<file path="src/rtl/tdm_demux8.sv">
// -----------------------------------------------------------------------------
// tdm_demux8
//   Receive-side time-division demultiplexer for the gate-test serial link.
//   Samples arrive one channel at a time. Channel 0 is marked by in_sync.
//   Samples are gathered in a shadow register. Once the last channel arrives,
//   the whole frame is published on out_bus together with a one-cycle
//   out_valid pulse. Framing errors raise a one-cycle sync_err pulse.
//
// Parameters
//   CHANNELS  samples per frame (2..16)
//   WIDTH     bits per sample
//
// Ports
//   clk        in   sole clock, rising edge
//   rst_n      in   asynchronous active-low reset
//   in_data    in   [WIDTH]            sample, qualified by in_valid
//   in_valid   in   sample present this cycle
//   in_sync    in   sample is channel 0 (frame start)
//   out_bus    out  [CHANNELS*WIDTH]   last complete frame, channel k at k*WIDTH
//   out_valid  out  one-cycle pulse when out_bus shows a new frame
//   chan       out  [clog2(CHANNELS)]  channel index of the next accepted sample
//   sync_err   out  one-cycle pulse on a framing error
// -----------------------------------------------------------------------------
module tdm_demux8 #(
    parameter  int CHANNELS = 8,
    parameter  int WIDTH    = 1,
    localparam int CW       = $clog2(CHANNELS)
) (
    input  logic                         clk,
    input  logic                         rst_n,
    input  logic [WIDTH-1:0]             in_data,
    input  logic                         in_valid,
    input  logic                         in_sync,
    output logic [CHANNELS*WIDTH-1:0]    out_bus,
    output logic                         out_valid,
    output logic [CW-1:0]                chan,
    output logic                         sync_err
);

    localparam logic [CW-1:0] LAST_CHAN = CW'(CHANNELS - 1);

    typedef enum logic {
        IDLE = 1'b0,
        RECV = 1'b1
    } state_t;

    state_t                          state_q;
    logic [CW-1:0]                   chan_q;
    // The last channel is never held in the shadow. It is merged straight
    // from in_data into the frame at the moment of completion.
    logic [(CHANNELS-1)*WIDTH-1:0]   shadow_q;
    logic [CHANNELS*WIDTH-1:0]       out_bus_q;
    logic                            out_valid_q;
    logic                            sync_err_q;

    // Complete frame as it would look if the current sample closes it.
    logic [CHANNELS*WIDTH-1:0]       frame_d;
    assign frame_d = {in_data, shadow_q};

    always_ff @(posedge clk or negedge rst_n) begin
        if (!rst_n) begin
            state_q     <= IDLE;
            chan_q      <= '0;
            shadow_q    <= '0;
            out_bus_q   <= '0;
            out_valid_q <= 1'b0;
            sync_err_q  <= 1'b0;
        end else begin
            // Both flags are pulses. By default they drop every cycle.
            out_valid_q <= 1'b0;
            sync_err_q  <= 1'b0;

            if (in_valid) begin
                case (state_q)
                    IDLE: begin
                        // Unsynced samples are discarded silently until
                        // the first frame start is seen.
                        if (in_sync) begin
                            shadow_q[WIDTH-1:0] <= in_data;
                            chan_q              <= CW'(1);
                            state_q             <= RECV;
                        end
                    end

                    RECV: begin
                        if (in_sync) begin
                            // A sync at chan 0 is the expected start. Anywhere
                            // else, the partial frame is dropped and a new
                            // frame starts with this sample.
                            if (chan_q != '0) begin
                                sync_err_q <= 1'b1;
                            end
                            shadow_q[WIDTH-1:0] <= in_data;
                            chan_q              <= CW'(1);
                        end else if (chan_q == '0) begin
                            // A frame start was expected but not marked.
                            // Fall back and hunt for sync.
                            sync_err_q <= 1'b1;
                            state_q    <= IDLE;
                        end else if (chan_q == LAST_CHAN) begin
                            out_bus_q   <= frame_d;
                            out_valid_q <= 1'b1;
                            chan_q      <= '0;
                        end else begin
                            shadow_q[chan_q*WIDTH +: WIDTH] <= in_data;
                            chan_q                          <= chan_q + CW'(1);
                        end
                    end

                    default: begin
                        state_q <= IDLE;
                        chan_q  <= '0;
                    end
                endcase
            end
        end
    end

    assign out_bus   = out_bus_q;
    assign out_valid = out_valid_q;
    assign chan      = chan_q;
    assign sync_err  = sync_err_q;

endmodule

</file>
<file path="config.mk">
export PLATFORM = sky130hd
export DESIGN_NAME = tdm_demux8
export DESIGN_NICKNAME = d
export VERILOG_FILES = /design/src/rtl/tdm_demux8.sv
export SDC_FILE = /design/constraint.sdc
export NUM_CORES = 1
export LEC_CHECK = 0
export CAP_MARGIN = 30
export CORE_MARGIN = 2
export CORE_UTILIZATION = 50
export DETAILED_ROUTE_END_ITERATION = 7
export GPL_TIMING_DRIVEN = 1
export PLACE_DENSITY = 0.79
export SLEW_MARGIN = 40
export SYNTH_ARGS = -nofsm -noshare
export SYNTH_HDL_FRONTEND = slang
export SYNTH_SLANG_ARGS = --single-unit
</file>
<file path="constraint.sdc">
create_clock -name clk -period 2.4 [get_ports clk]
set_input_delay 0.48 -clock clk [delete_from_list [all_inputs] [get_ports clk]]
set_output_delay 0.48 -clock clk [all_outputs]
set_load 0.02 [all_outputs]
</file>
# After elaboration in Yosys (flattened, before gate mapping)
# Cells that the tools add are included.
[totals] wordCells=50 output_inout_bits=13 ff_bits=21 input_bits=5
[classes] muxes=25 shifts=2 reduce_logical=6 bitwise_logic=4 eq_ne=4 addsub=2
[op_table] op="$neg A3 Y34" count=1
[op_table] op="$shift A1 B34 Y7 const A" count=1
[op_table] op="$shiftx A1 B34 Y7" count=1
[op_table] op="$mux W1" count=17
[op_table] op="$mux W3" count=4
[op_table] op="$reduce_and A5 Y1" count=2
[op_table] op="$bwmux W7" count=1
[op_table] op="$ne A3 B3 Y1 const B" count=2
[op_table] op="$pmux W3 S2" count=1
[op_table] op="$not A1 Y1" count=4
[op_table] op="$pmux W1 S2" count=2
[op_table] op="$reduce_and A4 Y1" count=1
[op_table] op="$add A3 B1 Y3 const B" count=1
[op_table] op="$eq A3 B3 Y1 const B" count=1
[op_table] op="$logic_not A3 Y1" count=1
[op_table] op="$reduce_and A3 Y1" count=1
[op_table] op="$reduce_bool A3 Y1" count=1
[op_table] op="$ne A2 B2 Y1 const B" count=1

# Depth between registers and ports, before layout
[depth] word_depth=7 mapped_depth=7 mapped_depth_nobuf=7

# Worst setup path before layout
# OpenSTA, ideal clock, no wires.
[synth_timing] path_type="reg2reg" startpoint="register chan_q[0], in the netlist chan[0]" endpoint="register out_bus_q[0], in the netlist out_bus[0]" required_time_ns=2.275 synth_period_minus_slack_ns=1.930 setup_time_ns=0.125 path_slack_ns=0.470 arrival_ns=1.806 stages_incl_launch_ff=8 path_buffers=0 path_cell_list="dfrtp_1 inv_1 ha_1 ha_1 inv_1 ha_1 nand4_2 mux2_2"
[synth_via] elab_chain_len=3 elab_cells_between_ends=4 cone_classes="1 x eq/ne; 1 x bitwise; 2 x reduce/logical"
[synth_lines] item="start, declared" line="48" rtl="logic [CW-1:0] chan_q;"
[synth_lines] item="start signal, assigned" line="106" rtl="chan_q <= chan_q + CW'(1);"
[synth_lines] item="$logic_not A3 Y1" line="95" rtl="end else if (chan_q == '0) begin"
[synth_lines] item="$not A1 Y1 (no line)"
[synth_lines] item="$reduce_and A5 Y1 (no line) *"
[synth_lines] item="end signal, assigned" line="101" rtl="out_bus_q <= frame_d;"
[synth_lines] item="end, declared" line="52" rtl="logic [CHANNELS*WIDTH-1:0] out_bus_q;"
# Mark *: on every way between the ends. The rest lies on a longest branch, timed or not.
# A chain may end at the register's enable or synchronous reset.

# Final worst setup path
[layout_timing] startpoint="register chan_q[0], in the netlist chan[0]" endpoint="register out_bus_q[3], in the netlist out_bus[3]"
# Same word-level chain as after synthesis.

==> impl_metrics.ini <==
[placement]
place_area_um2 = 1220
globalplace.congestion = 0.7780
io_buffers = 17
preCtsSetupSlack_ns = 0.3230
dp_hpwl_um = 1280

[floorplan]
pin_count = 18
die_area_um2 = 2417
start_util = 0.5251
rows = 16
core_um2 = 1942
die_x_um = 49.16
chipHeight_um = 49.16

[power_and_ir_drop]
power_leakage_nw = 0.5969
clkPwrFrac = 0.149
power_density_nw_per_um2 = 961.9
p_seq_frac = 0.430
finalPower_w = 0.001200
irDropWorstVdd_uv = 727.1
p_comb_frac = 0.420
p_switching_w = 0.0004555
swShare = 0.3796
p_int_w = 0.0007445

[sta]
period_share = 0.8618
setup_viol = 0
fin_skew_ns = 0.007059
hold_ws_ns = 0.4902
rsz0062_at_grt = no
tns_ns = 0
fmax_mhz = 483.5
tightest_slew_ns = 0.3078
setup_slack_ns = 0.3317
hold_violations = 0
max_slew_margin = 0.7939
min_period_ns = 2.068
final_max_slew_viol_count = 0

[yosys]
yosys_warnings = 0
synthFlopType = dfrtp_1
yosysSeqAreaShare = 0.5153
synth_edf_count = 0
synth.distinct_cells = 28
syn_inst = 79
ys_ff_latch = 21
synthArstFlopShare = 1.000
syn_nets = 91
avgSynthCellArea_um2 = 12.91
syn_area_um2 = 1020

[drt]
drc = 0
wl_um = 1763
first_pass_iters = 4
num_vias = 687
drtIter0Drc = 1
viasPerCell = 5.409
wl_per_cell_um = 13.88
detail-route-antenna-nets = 0

[worst_setup_path]
worstSetupPathType = reg2reg
cp.arrival_ns = 2.28
cp_max_fo = 8
end_kind = register
required_ns = 2.62
start_kind = register

[clock_tree]
cts_buffer_depth = 2
cts_num_sinks = 21
ctsHoldBuffers = 0
root_buffer = clkbuf_4
cts_tree = yes
post_cts_resized = 0
cts_made_buffers = 3
insertion_delay_ns = 0.32
clk_pin_slew_ns = 0.12
post-cts-setup-buffer-count = 0
htreeDepth = 1

[global_routing]
met1_usage = 0.2175
grt_max_degree = 22
met2_usage = 0.2928
antenna_found_initial = 0
grt_pass1_vias = 737
busiest_layer = met2
gr-total-overflow = 0
grt_use_met3 = 0.03988
grt_pass1_wl_um = 3270
grt_usage = 0.1790

[layout]
layout_common_cells = 21 x dfrtp_1, 17 x clkdlybuf4s50_1, 10 x mux2_2, 7 x ha_1
syn2layout_area_growth_pct = 22.33
drive_above_1_share = 0.2100
final_cell_area_um2 = 1247
n_fill_cell = 169
final_common_cell = dfrtp_1
antenna_cells = 0
final_nets = 113

[flow_run]
max-cap-violations = 0

[min_path]
hold_class = in2async

[outcome]
status = finished, final reports clean
flip-flops by register name (all words and copies together), names as in the netlist:
signal and cells:
out_bus 8, shadow_q 7, chan 3, out_valid 1, state_q 1, sync_err 1
logic make-up after synthesis:
kind of cell / Yosys count / synth area share
mux: 15 / 0.1656
compound gates: 9 / 0.05645
flops: 21 / 0.5153
simple gates: 20 / 0.1399
fa+ha+maj: 7 / 0.08589
buf+inv: 7 / 0.03681
power by group through the flow:
stage                     combinational, W  clock, W  sequential [W]
after CTS                         0.000507  0.000179        0.000517
after detailed placement          0.000503         0        0.000526
after global routing              0.000561  0.000194        0.000532
after floorplan                   0.000287         0        0.000560
after global placement            0.000488         0        0.000520
final                             0.000504  0.000179        0.000516
worst max-delay path: stages, from the launching register on:
cell and delay [ns]:
dfrtp_1 0.50, inv_1 0.12, ha_1 0.21, ha_1 0.28, inv_1 0.09, ha_1 0.15, nand4_2 0.25, mux2_2 0.36
layer usage:
metal | vias to the layer above | part of all wire
li1 | 327 | -
met1 | 335 | 0.45
met2 | 20 | 0.48
met3 | 5 | 0.049
met4 | 0 | 0.023
met5 | - | 0
layout make-up:
class / count / area (µm²) / area share
Sequential cell: 21 / 525.5 / 0.4213
Inverter: 5 / 18.77 / 0.01505
Multi-Input combinational cell: 51 / 456.7 / 0.3661
Clock inverter: 1 / 5.005 / 0.004012
Clock buffer: 3 / 22.52 / 0.01805
Tap cell: 27 / 33.78 / 0.02708
Timing Repair Buffer: 19 / 185.2 / 0.1484
Yosys cell counts (2+ instances only):
| cell type | instances | area share |
|---|---|---|
| mux2_1 | 5 | 0.055 |
| inv_1 | 5 | 0.018 |
| nand4b_1 | 2 | 0.017 |
| nand4_1 | 4 | 0.025 |
| nand2_1 | 3 | 0.011 |
| ha_1 | 7 | 0.086 |
| mux2_2 | 10 | 0.11 |
| dfrtp_1 | 21 | 0.52 |
| o21ai_0 | 3 | 0.015 |
through the flow:
| stage | instances | utilization |
|---|---|---|
| global route | 127 | 0.6424 |
| CTS | 127 | 0.6424 |
| floorplan | 79 | - |
| detailed placement | 123 | 0.6282 |
| global placement | 123 | 0.6282 |
| finish | 127 | 0.6424 |
path summary, 6_finish.rpt:
kind,from,endpoint,slack [ns],depth (start not counted)
min reg2reg,shadow_q[6]$_DFFE_PN0P_,shadow_q[6]$_DFFE_PN0P_,0.51,1
min in group clk,shadow_q[6]$_DFFE_PN0P_,shadow_q[6]$_DFFE_PN0P_,0.51,1
max in group asynchronous,rst_n,shadow_q[3]$_DFFE_PN0P_,1.70,2
max reg2reg,chan[0]$_DFFE_PN0P_,out_bus[3]$_DFFE_PN0P_,0.33,7
min,rst_n,shadow_q[0]$_DFFE_PN0P_,0.49,2
max,chan[0]$_DFFE_PN0P_,out_bus[3]$_DFFE_PN0P_,0.33,7
Power figures use the tool's default switching activity.
